$ cat src/rtl/vend_dispense_ctrl.sv
// Vending dispense controller.
// A purchase request is priced against the saturated credit. A successful sale
// fires a timed product pulse, then timed 5-unit change pulses, and finally a
// one-clock request to clear the upstream credit counter. A cancel in IDLE
// refunds the whole saturated credit as change pulses. All outputs are
// registered, and pulse and gap lengths are measured in tick strobes.
module vend_dispense_ctrl #(
  parameter int unsigned PULSE_LEN = 4,
  parameter int unsigned GAP_LEN   = 2
) (
  input  logic       MHz,
  input  logic       Reset,
  input  logic       tick,
  input  logic [2:0] credit,
  input  logic       req_a,
  input  logic       req_b,
  input  logic       cancel,
  output logic       busy,
  output logic [1:0] grant,
  output logic       dispense,
  output logic       change5,
  output logic       clr_credit,
  output logic       err
);

  localparam logic [3:0] PULSE_LAST = 4'(PULSE_LEN - 1);
  localparam logic [3:0] GAP_LAST   = 4'(GAP_LEN - 1);
  localparam logic [2:0] PRICE_A    = 3'd3;
  localparam logic [2:0] PRICE_B    = 3'd4;

  typedef enum logic [2:0] {
    IDLE, GRANT, DISP, DGAP, CHG, CGAP, CLEAR
  } state_t;

  state_t     state_q, state_d;
  logic [3:0] cnt_q, cnt_d;
  logic [2:0] chg_q, chg_d;
  // last_b_q = 1 means product B was the most recent successful grant.
  logic       last_b_q, last_b_d;
  logic       busy_q, busy_d;
  logic [1:0] grant_q, grant_d;
  logic       disp_q, disp_d;
  logic       chg5_q, chg5_d;
  logic       clr_q, clr_d;
  logic       err_q, err_d;

  logic [2:0] credit_sat;
  logic       pick_b;
  logic [2:0] price;
  logic       afford;

  // Saturate the credit, arbitrate requests and price the chosen product.
  always_comb begin
    credit_sat = (credit > 3'd4) ? 3'd4 : credit;
    // When both products are requested, serve the one that did not win last.
    pick_b     = req_b & (~req_a | ~last_b_q);
    price      = pick_b ? PRICE_B : PRICE_A;
    afford     = (credit_sat >= price);
  end

  // Next-state and registered-output logic. The grant decision and error flag
  // are resolved when leaving IDLE so that they are visible during GRANT.
  always_comb begin
    state_d  = state_q;
    cnt_d    = cnt_q;
    chg_d    = chg_q;
    last_b_d = last_b_q;
    busy_d   = busy_q;
    grant_d  = grant_q;
    disp_d   = disp_q;
    chg5_d   = chg5_q;
    clr_d    = 1'b0;
    err_d    = 1'b0;
    unique case (state_q)
      IDLE: begin
        if (req_a || req_b) begin
          state_d = GRANT;
          cnt_d   = 4'd0;
          busy_d  = 1'b1;
          if (afford) begin
            grant_d  = pick_b ? 2'b10 : 2'b01;
            last_b_d = pick_b;
            chg_d    = credit_sat - price;
          end else begin
            grant_d = 2'b00;
            err_d   = 1'b1;
          end
        end else if (cancel && (credit_sat != 3'd0)) begin
          state_d = CHG;
          cnt_d   = 4'd0;
          busy_d  = 1'b1;
          grant_d = 2'b00;
          chg_d   = credit_sat;
          chg5_d  = 1'b1;
        end
      end
      GRANT: begin
        cnt_d = 4'd0;
        if (grant_q == 2'b00) begin
          state_d = IDLE;
          busy_d  = 1'b0;
        end else begin
          state_d = DISP;
          disp_d  = 1'b1;
        end
      end
      DISP: begin
        if (tick) begin
          if (cnt_q == PULSE_LAST) begin
            state_d = DGAP;
            cnt_d   = 4'd0;
            disp_d  = 1'b0;
          end else begin
            cnt_d = cnt_q + 4'd1;
          end
        end
      end
      DGAP, CGAP: begin
        if (tick) begin
          if (cnt_q == GAP_LAST) begin
            cnt_d = 4'd0;
            if (chg_q != 3'd0) begin
              state_d = CHG;
              chg5_d  = 1'b1;
            end else begin
              state_d = CLEAR;
              clr_d   = 1'b1;
            end
          end else begin
            cnt_d = cnt_q + 4'd1;
          end
        end
      end
      CHG: begin
        if (tick) begin
          if (cnt_q == PULSE_LAST) begin
            state_d = CGAP;
            cnt_d   = 4'd0;
            chg5_d  = 1'b0;
            chg_d   = chg_q - 3'd1;
          end else begin
            cnt_d = cnt_q + 4'd1;
          end
        end
      end
      CLEAR: begin
        state_d = IDLE;
        cnt_d   = 4'd0;
        busy_d  = 1'b0;
        grant_d = 2'b00;
      end
      default: begin
        state_d = IDLE;
        cnt_d   = 4'd0;
        chg_d   = 3'd0;
        busy_d  = 1'b0;
        grant_d = 2'b00;
        disp_d  = 1'b0;
        chg5_d  = 1'b0;
      end
    endcase
  end

  // State register; reset aborts any sequence immediately and silently.
  always_ff @(posedge MHz or posedge Reset) begin
    if (Reset) begin
      state_q  <= IDLE;
      cnt_q    <= 4'd0;
      chg_q    <= 3'd0;
      last_b_q <= 1'b1;
      busy_q   <= 1'b0;
      grant_q  <= 2'b00;
      disp_q   <= 1'b0;
      chg5_q   <= 1'b0;
      clr_q    <= 1'b0;
      err_q    <= 1'b0;
    end else begin
      state_q  <= state_d;
      cnt_q    <= cnt_d;
      chg_q    <= chg_d;
      last_b_q <= last_b_d;
      busy_q   <= busy_d;
      grant_q  <= grant_d;
      disp_q   <= disp_d;
      chg5_q   <= chg5_d;
      clr_q    <= clr_d;
      err_q    <= err_d;
    end
  end

  assign busy       = busy_q;
  assign grant      = grant_q;
  assign dispense   = disp_q;
  assign change5    = chg5_q;
  assign clr_credit = clr_q;
  assign err        = err_q;

endmodule

$ cat config.mk
export PLATFORM = sky130hd
export DESIGN_NAME = vend_dispense_ctrl
export DESIGN_NICKNAME = d
export VERILOG_FILES = /design/src/rtl/vend_dispense_ctrl.sv
export SDC_FILE = /design/constraint.sdc
export NUM_CORES = 1
export LEC_CHECK = 0
export CAP_MARGIN = 20
export CORE_MARGIN = 2
export CORE_UTILIZATION = 45
export CTS_CLUSTER_DIAMETER = 80
export DETAILED_ROUTE_END_ITERATION = 16
export PLACE_DENSITY = 0.67
export SLEW_MARGIN = 20
export SYNTH_ARGS = -nofsm -noshare
export SYNTH_HDL_FRONTEND = slang
export SYNTH_SLANG_ARGS = --single-unit
$ cat constraint.sdc
create_clock -name MHz -period 4.6 [get_ports MHz]
set_input_delay 1.38 -clock MHz [delete_from_list [all_inputs] [get_ports MHz]]
set_output_delay 1.38 -clock MHz [all_outputs]
set_load 0.03 [all_outputs]
Yosys cells after proc, flatten, opt, wreduce, memory -nomap -nowiden:

Index checks and enable logic that the tools add are counted.

* bitwise gates (word level): 9
* reduce and logical (&&, ||, !) cells: 21
* eq/ne operators: 22
* magnitude comparators: 2
* add/subtract/negate cells: 3
* multiplexer cells: 51

Operator list (number)
* $mux W3: 15
* $mux W4: 6
* $ne A2 B2 Y1 const B: 11
* $mux W1: 17
* $pmux W3 S5: 1
* $reduce_or A5 Y1: 3
* $mux W2: 6
* $pmux W4 S3: 1
* $eq A3 B3 Y1 const B: 3
* $pmux W3 S3: 1
* $reduce_and A3 Y1: 3
* $reduce_and A8 Y1: 1
* $not A1 Y1: 7
* $reduce_and A7 Y1: 1
* $eq A3 B2 Y1 const B: 2
* $ne A3 B3 Y1 const B: 2
* $pmux W1 S3: 2
* $reduce_bool A3 Y1: 2
* $reduce_and A5 Y1: 1
* $add A4 B1 Y4 const B: 1
* $eq A4 B1 Y1 const B: 1
* $eq A4 B2 Y1 const B: 1
* $pmux W1 S4: 1
* $pmux W2 S2: 1
* other kinds (17): 18

* flip-flop bits (word level): 18
* logic and storage cells: 118
* output and inout bits: 7
* input port bits: 9

Depth between registers and ports, before layout:

Gate-level depths: netlist of run 1.

* depth after elaboration: 8
* mapped depth: 10
* gate-level depth less buffers: 10

Least setup slack after synthesis of run 1:

Ideal clock, no wire load.

* kind: input -> register
* start: input port req_a
* end: register chg_q[1]
* required time: 4.472 ns
* setup time: 0.128 ns
* stages: 9
* arrival: 2.830 ns
* path buffers: 0
* path slack: 1.642 ns
* path through: nand2_1 nand2_1 ha_1 inv_1 fa_1 and2_1 a211oi_1 a2111oi_0 mux2_1

* longest elaborated chain between the ends: 8
* elaborated cells between the ends (all ways): 13
* classes of those cells: add/sub: 1; order compare: 1; eq/ne: 2; mux: 4; bitwise: 3; reduce/logical: 2

Ends and longest elaborated chain
* start, declared: RTL line 15 `input logic req_a,`
* $not A1 Y1: RTL line 56 `pick_b = req_b & (~req_a | ~last_b_q);`
* $or A1 B1 Y1: RTL line 56
* $and A1 B1 Y1: RTL line 56
* $mux W3: RTL line 57 `price = pick_b ? PRICE_B : PRICE_A;`
* $sub A3 B3 Y3: RTL line 83 `chg_d = credit_sat - price;`
* $mux W3: RTL line 80 `if (afford) begin`
* $mux W3: RTL line 76 `if (req_a || req_b) begin`
* $pmux W3 S3: RTL line 74 `unique case (state_q)`
* end signal, assigned: RTL line 180 `chg_q <= chg_d;`
* end, declared: RTL line 37 `logic [2:0] chg_q, chg_d;`

Parallel ways exist; a longest one is shown, timed or not. The select of a mux whose other input is x is not followed.
A chain may end at the register's enable or synchronous reset.

Final worst setup path of run 1:

* start: input port credit[2]
* end: register chg_q[1]

* longest elaborated chain between the ends: 6
* elaborated cells between the ends (all ways): 13
* classes of those cells: add/sub: 1; order compare: 2; eq/ne: 2; mux: 5; reduce/logical: 3

Ends and longest elaborated chain
* start, declared: RTL line 14 `input logic [2:0] credit,`
* $gt A3 B3 Y1: RTL line 54 `credit_sat = (credit > 3'd4) ? 3'd4 : credit;`
* $mux W3 *: RTL line 54
* $sub A3 B3 Y3 / $reduce_bool A3 Y1 (equally long branches): RTL line 83, 88
* $mux W3 / $logic_and A1 B1 Y1 (equally long branches): RTL line 80, 88
* $mux W3 / $ne A3 B3 Y1 (equally long branches)
* $pmux W3 S3 / $reduce_and A5 Y1 (equally long branches)

Every way passes the cells marked *; elsewhere a longest branch is shown, timed or not. The select of a mux whose other input is x is not followed.

==> results of run 1 <==
[stage by stage]
step | cells | utilization
after floorplan | 138 | -
after global placement | 178 | 0.5227
after detailed placement | 178 | 0.5227
after CTS | 182 | 0.5359
after global routing | 182 | 0.5359
final | 182 | 0.5359
[state kept, by name, summed over array words and instances (netlist names)]
signal / count
cnt_q: 4
dispense: 1
last_b_q: 1
change5: 1
clr_credit: 1
chg_q: 3
state_q: 3
err: 1
grant: 2
busy: 1
[cell families (layout without fill, tap and decap cells)]
logic type      Yosys count  in the layout  share of synthesized area
simple gates             53             53                     0.2237
compound gates           42             42                     0.2510
xor+xnor                  1              1                   0.006811
flops                    18             18                     0.3512
mux                       2              2                    0.01751
buf+inv                  13             26                    0.05642
fa+ha+maj                 9              9                    0.09339
[final timing paths]
kind	start	slack, ns	endpoint
worst max-delay path	credit[2]	1.26	chg_q[1]
worst min-delay path	chg_q[0]	0.50	chg_q[0]
worst max register to register	last_b_q	2.33	chg_q[1]
worst min register to register	chg_q[0]	0.50	chg_q[0]
max in group asynchronous	Reset	2.69	cnt_q[0]
min in group asynchronous	Reset	1.48	cnt_q[3]
[layer usage]
metal	wire, um	vias up
met5	0	-
met4	42	0
met3	121	4
met2	1271	33
met1	1178	503
li1	-	533
[layout make-up]
type	count	area (um2)
clock buffer	4	36.28
fill	240	1269
inverter	7	26.28
multi-input combinational	107	762.0
sequential	18	451.7
tap	31	38.79
timing repair buffer	15	150.1
[synthesized netlist by cell type, types with 4 or more instances]
| cell | instances | share of area |
|---|---|---|
| dfrtp_1 | 17 | 0.33 |
| nand2_1 | 12 | 0.035 |
| nor2_1 | 11 | 0.032 |
| ha_1 | 8 | 0.078 |
| inv_1 | 7 | 0.020 |
| nand2b_1 | 7 | 0.034 |
| a21oi_1 | 6 | 0.023 |
| o21ai_1 | 6 | 0.023 |
| and2_1 | 5 | 0.024 |
| o21ai_0 | 4 | 0.016 |
| o31ai_1 | 4 | 0.023 |
[worst max-delay path, delay by kind of cell]
kind,cells,cell delay (ns)
adders and majority gates,2,0.60
muxes,1,0.31
buffers and inverters,2,0.66
AOI/OAI and AO/OA,2,0.28
and+or+nand+nor,2,0.31
[power by group]
| group | total [uW] | internal, uW | switching (uW) | leakage, uW |
|---|---|---|---|---|
| Clock | 99.0 | 48.2 | 50.8 | 0.0000210 |
| Sequential | 317 | 223 | 94.4 | 0.000229 |
| Combinational | 460 | 215 | 246 | 0.000359 |
| Total | 876 | 486 | 391 | 0.000609 |
==> summary.txt, run 1 <==
Timing
  – Minimum clock period: 3.343 ns
  – Final hold vios: 0
  – Max Slew Vio Count: 0
  – Max-slew headroom: 0.5445
  – Finish-stage setup viols: 0
  – Setup_tns: 0 ns
  – Fin crit share: 0.7267
  – Fmax: 299.1 MHz
  – Final WS setup: 1.257 ns
  – Setup Skew: 0.002422 ns
  – Actual slew at the worst max-slew pin: a little under 0.7 ns
  – Unrepaired setup endpoints after global routing: no
  – Worst hold slack: 0.5000 ns

Synthesis
  – Synthesized Nets: 156
  – Main synth FF type: dfrtp_1
  – Post-synthesis cell area: 1286 um2
  – Synth Area per Inst: 9.321 um2
  – Post-synth ARST share: 1.000
  – Seq/Total Area, Yosys: 0.3512
  – Syn Inst Count: 138
  – EDFF count, synth: 0
  – FF+latch count, synth: 18
  – Number of distinct library cells after synthesis: 49
  – Yosys warns: 0

Place
  – Input/output buffers: 15
  – Area after DPL: around 1400 um2
  – Setup slack at placement: approximately 0.94 ns
  – GPL Wtd Cong: 0.7968
  – DP HPWL: 2.040 mm

Worst setup path
  – Setup CP Type: in2reg
  – CP endpoint kind: register
  – CP Data Required Time: 4.79 ns
  – Arrival time at the worst endpoint: 3.53 ns
  – Nature of the critical path startpoint: input pin
  – CP cell instances: clkdlybuf4s50_1 -> nand2b_1 -> ha_1 -> inv_1 -> fa_1 -> and2_1 -> a211oi_1 -> a2111oi_0 -> mux2_1
  – Largest stage delay, worst path: around 0.6 ns
  – CP max stage cell: clkdlybuf4s50_1
  – Largest fanout on the critical path: 6
  – Cell depth of the worst flop-to-flop path: 9

Clocking
  – Root Driver: clkbuf_4
  – CTS Buf Count: 3
  – Clock Path Buffers: 2
  – CTS resizes: 0
  – Cts hold-fix bufs: 0
  – Worst skew pair latency: 0.29 ns
  – Post CTS Setup Buffer Count: 0
  – CTS Sinks: 18
  – CTS tree: built
  – CTS HTree Levels: 1
  – Worst-path clk slew: between 0.1 and 0.15 ns

Final layout
  – Final Instance Area: 1465 um2
  – P&R area growth vs syn: 13.91%
  – Inserted Diodes: 0
  – Commonest non-fill, non-tap cells in the layout: dfrtp_1 (17), clkdlybuf4s50_1 (15), nand2_1 (12)
  – Layout cells sized above 1: 0.07285
  – Commonest non-fill, non-tap cell in the layout: dfrtp_1
  – Nets: 170

Floorplan
  – Core area: 2734 um2
  – Chip height: between 50 and 60 um
  – Die X-Extent: 57.47 um
  – Die area: between 3000 and 4000 um2
  – Initial core utilization: 0.4705
  – Core Rows: 19
  – I/O pin cnt: 16

Pwr
  – VDD IR max: 373.1 uV
  – Overall Power: a little under 900 uW
  – Pwr/cell area: between 500 and 600 nW/um2
  – Leakage: 0.0006089 uW

Routing
  – Wire length per cell: between 10 and 15 um
  – DR DRC count: 0
  – Iter 0 DRT Violations: 40
  – Vias after detailed routing: 1073
  – Drt pass-1 iters: 4
  – Routed WL: roughly 2.6 mm
  – ANT nets after route: 0
  – Vias per cell: 5.896

Global route
  – Pin count of the biggest net entering global routing: 19
  – Met2 global-route usage: 0.2808
  – Gr busiest metal: met2
  – GRT Total Usage: 0.1741
  – Vias in the first global route: 1020
  – Met1 usage: 0.2338
  – GR met3 Demand/Resource: 0.04308
  – Initial antenna violation count: 0
  – First-pass GRT wire length: 4.519 mm
  – Total congestion overflow: 0

Flow run
  – Max-cap violation count: 0

Min path
  – Hold WC Path Type: reg2reg
  – Worst Hold Depth: 1

Outcome
  – Status: finished clean
Power figures use the tool's default switching activity.
==> inputs of run 2 (changes only) <==
--- a/config.mk
+++ b/config.mk
@@ -10,7 +10,7 @@
 export CORE_UTILIZATION = 45
 export CTS_CLUSTER_DIAMETER = 80
 export DETAILED_ROUTE_END_ITERATION = 16
-export PLACE_DENSITY = 0.67
+export PLACE_DENSITY = 0.69
 export SLEW_MARGIN = 20
 export SYNTH_ARGS = -nofsm -noshare
 export SYNTH_HDL_FRONTEND = slang
==> constraint.sdc (replaced) <==
create_clock -name MHz -period 2.8 [get_ports MHz]
set_input_delay 0.84 -clock MHz [delete_from_list [all_inputs] [get_ports MHz]]
set_output_delay 0.84 -clock MHz [all_outputs]
set_load 0.03 [all_outputs]
==> summary.txt, run 2 (synthesized netlist as in run 1, its figures left out) <==
Outcome
  – Status: finished clean

Timing
  – Setup Skew: 0.002381 ns
  – Minimum clock period: 2.684 ns
  – Max-slew headroom: 0.5584
  – Final hold vios: 0
  – Worst hold slack: 0.5037 ns
  – Setup_tns: 0 ns
  – Actual slew at the worst max-slew pin: 0.6617 ns
  – Fmax: 372.6 MHz
  – Fin crit share: 0.9584
  – Finish-stage setup viols: 0
  – Max Slew Vio Count: 0
  – Final WS setup: about 0.12 ns
  – Unrepaired setup endpoints after global routing: no

Routing
  – Routed WL: 2.784 mm
  – Wire length per cell: 13.99 um
  – DR DRC count: 0
  – Vias after detailed routing: 1130
  – ANT nets after route: 0
  – Iter 0 DRT Violations: 21
  – Drt pass-1 iters: 4
  – Vias per cell: 5.678

Worst setup path
  – CP Data Required Time: 2.99 ns
  – Largest stage delay, worst path: 0.52 ns
  – Nature of the critical path startpoint: input pin
  – CP endpoint kind: register
  – Largest fanout on the critical path: 4
  – Setup CP Type: in2reg
  – CP max stage cell: clkdlybuf4s50_1
  – CP cell instances: clkdlybuf4s50_1 -> nand2b_4 -> ha_1 -> inv_1 -> fa_1 -> and2_1 -> a211oi_2 -> a2111oi_0 -> mux2_1
  – Arrival time at the worst endpoint: 2.87 ns

Flow run
  – Max-cap violation count: 0

Final layout
  – Nets: 187
  – FILL cells: 233
  – Layout cells sized above 1: 0.1845
  – Max FFs per register: 4
  – Largest regs: cnt_q x4, chg_q x3, state_q x3
  – Commonest non-fill, non-tap cells in the layout: dfrtp_1 (17), buf_4 (17), clkdlybuf4s50_1 (15)
  – P&R area growth vs syn: 25.00%
  – Non-filler instance count after layout: 199
  – Inserted Diodes: 0
  – Most flop-heavy register: cnt_q

Floorplan
  – Core Rows: 19
  – Die X-Extent: 57.47 um
  – Die area: 3302 um2
  – Initial core utilization: 0.4705
  – Chip height: about 57 um
  – Core area: 2734 um2
  – I/O pin cnt: 16

Global route
  – First-pass GRT wire length: between 4 and 5 mm
  – Initial antenna violation count: 0
  – Total congestion overflow: 0
  – GRT Total Usage: 0.1822
  – Vias in the first global route: 1107
  – Pin count of the biggest net entering global routing: 19

Pwr
  – Leakage: roughly 0.0007 uW
  – VDD IR max: 701.2 uV
  – Pwr/cell area: 936.0 nW/um2

Place
  – Input/output buffers: 15
  – GPL Wtd Cong: 0.8139
  – Setup slack at placement: -0.2425 ns
  – DP HPWL: 2.185 mm
  – Dpl cells: between 150 and 200

Clocking
  – Worst skew pair latency: around 0.3 ns
  – CTS Sinks: 18
  – Worst-path clk slew: roughly 0.11 ns
  – CTS Buf Count: 3
  – Clock Path Buffers: 2
  – CTS tree: built
  – Post CTS Setup Buffer Count: 0
  – CTS resizes: 0
  – Root Driver: clkbuf_4
  – CTS HTree Levels: 1
  – Cts hold-fix bufs: 0

Min path
  – Hold WC Path Type: reg2reg
-- run 2: cell type report --
type,instances,area (um2),area share
tap,31,38.79,0.02412
clock buffer,4,36.28,0.02257
inverter,7,26.28,0.01634
multi-input combinational,107,777.0,0.4833
timing repair buffer,32,277.8,0.1728
sequential,18,451.7,0.2809
-- run 2: layer usage --
metal / global-route usage / up-vias / routed length (um)
li1: - / 566 / -
met3: 0.04308 / 2 / 90
met1: 0.2353 / 542 / 1358
met4: 0.03987 / 0 / 13
met5: 0 / - / 0
met2: 0.3101 / 20 / 1320
-- run 2: report_power, final --
part | internal [uW] | leakage [uW] | switching, uW | total (uW)
registers | 366 | 0.000229 | 160 | 525
clock network | 79.4 | 0.0000210 | 84.6 | 164
logic | 394 | 0.000448 | 422 | 816
-- run 2: critical path: cells and delay by family --
kind | cells | cell delay (ns)
muxes | 1 | 0.32
AOI/OAI and AO/OA | 2 | 0.28
buffers and inverters | 2 | 0.57
and+or+nand+nor | 2 | 0.29
adders and majority gates | 2 | 0.57
-- run 2: path summary, 6_finish.rpt --
check,from,to,slack [ns],cells past startpoint
max in group asynchronous,Reset,grant[1],1.45,2
min reg2reg,chg_q[0],chg_q[0],0.50,1
min,chg_q[0],chg_q[0],0.50,1
min in group asynchronous,Reset,cnt_q[2],0.93,2
max reg2reg,last_b_q,chg_q[1],0.60,9
max,credit[2],chg_q[1],0.12,9
-- run 2: metrics by stage --
step	util	power [uW]	area, um2
after global routing	0.5881	1621	1608
final	0.5881	1505	1608
after floorplan	-	1100	1286
after global placement	0.5693	1310	1556
after CTS	0.5826	1504	1593
after detailed placement	0.5693	1335	1556
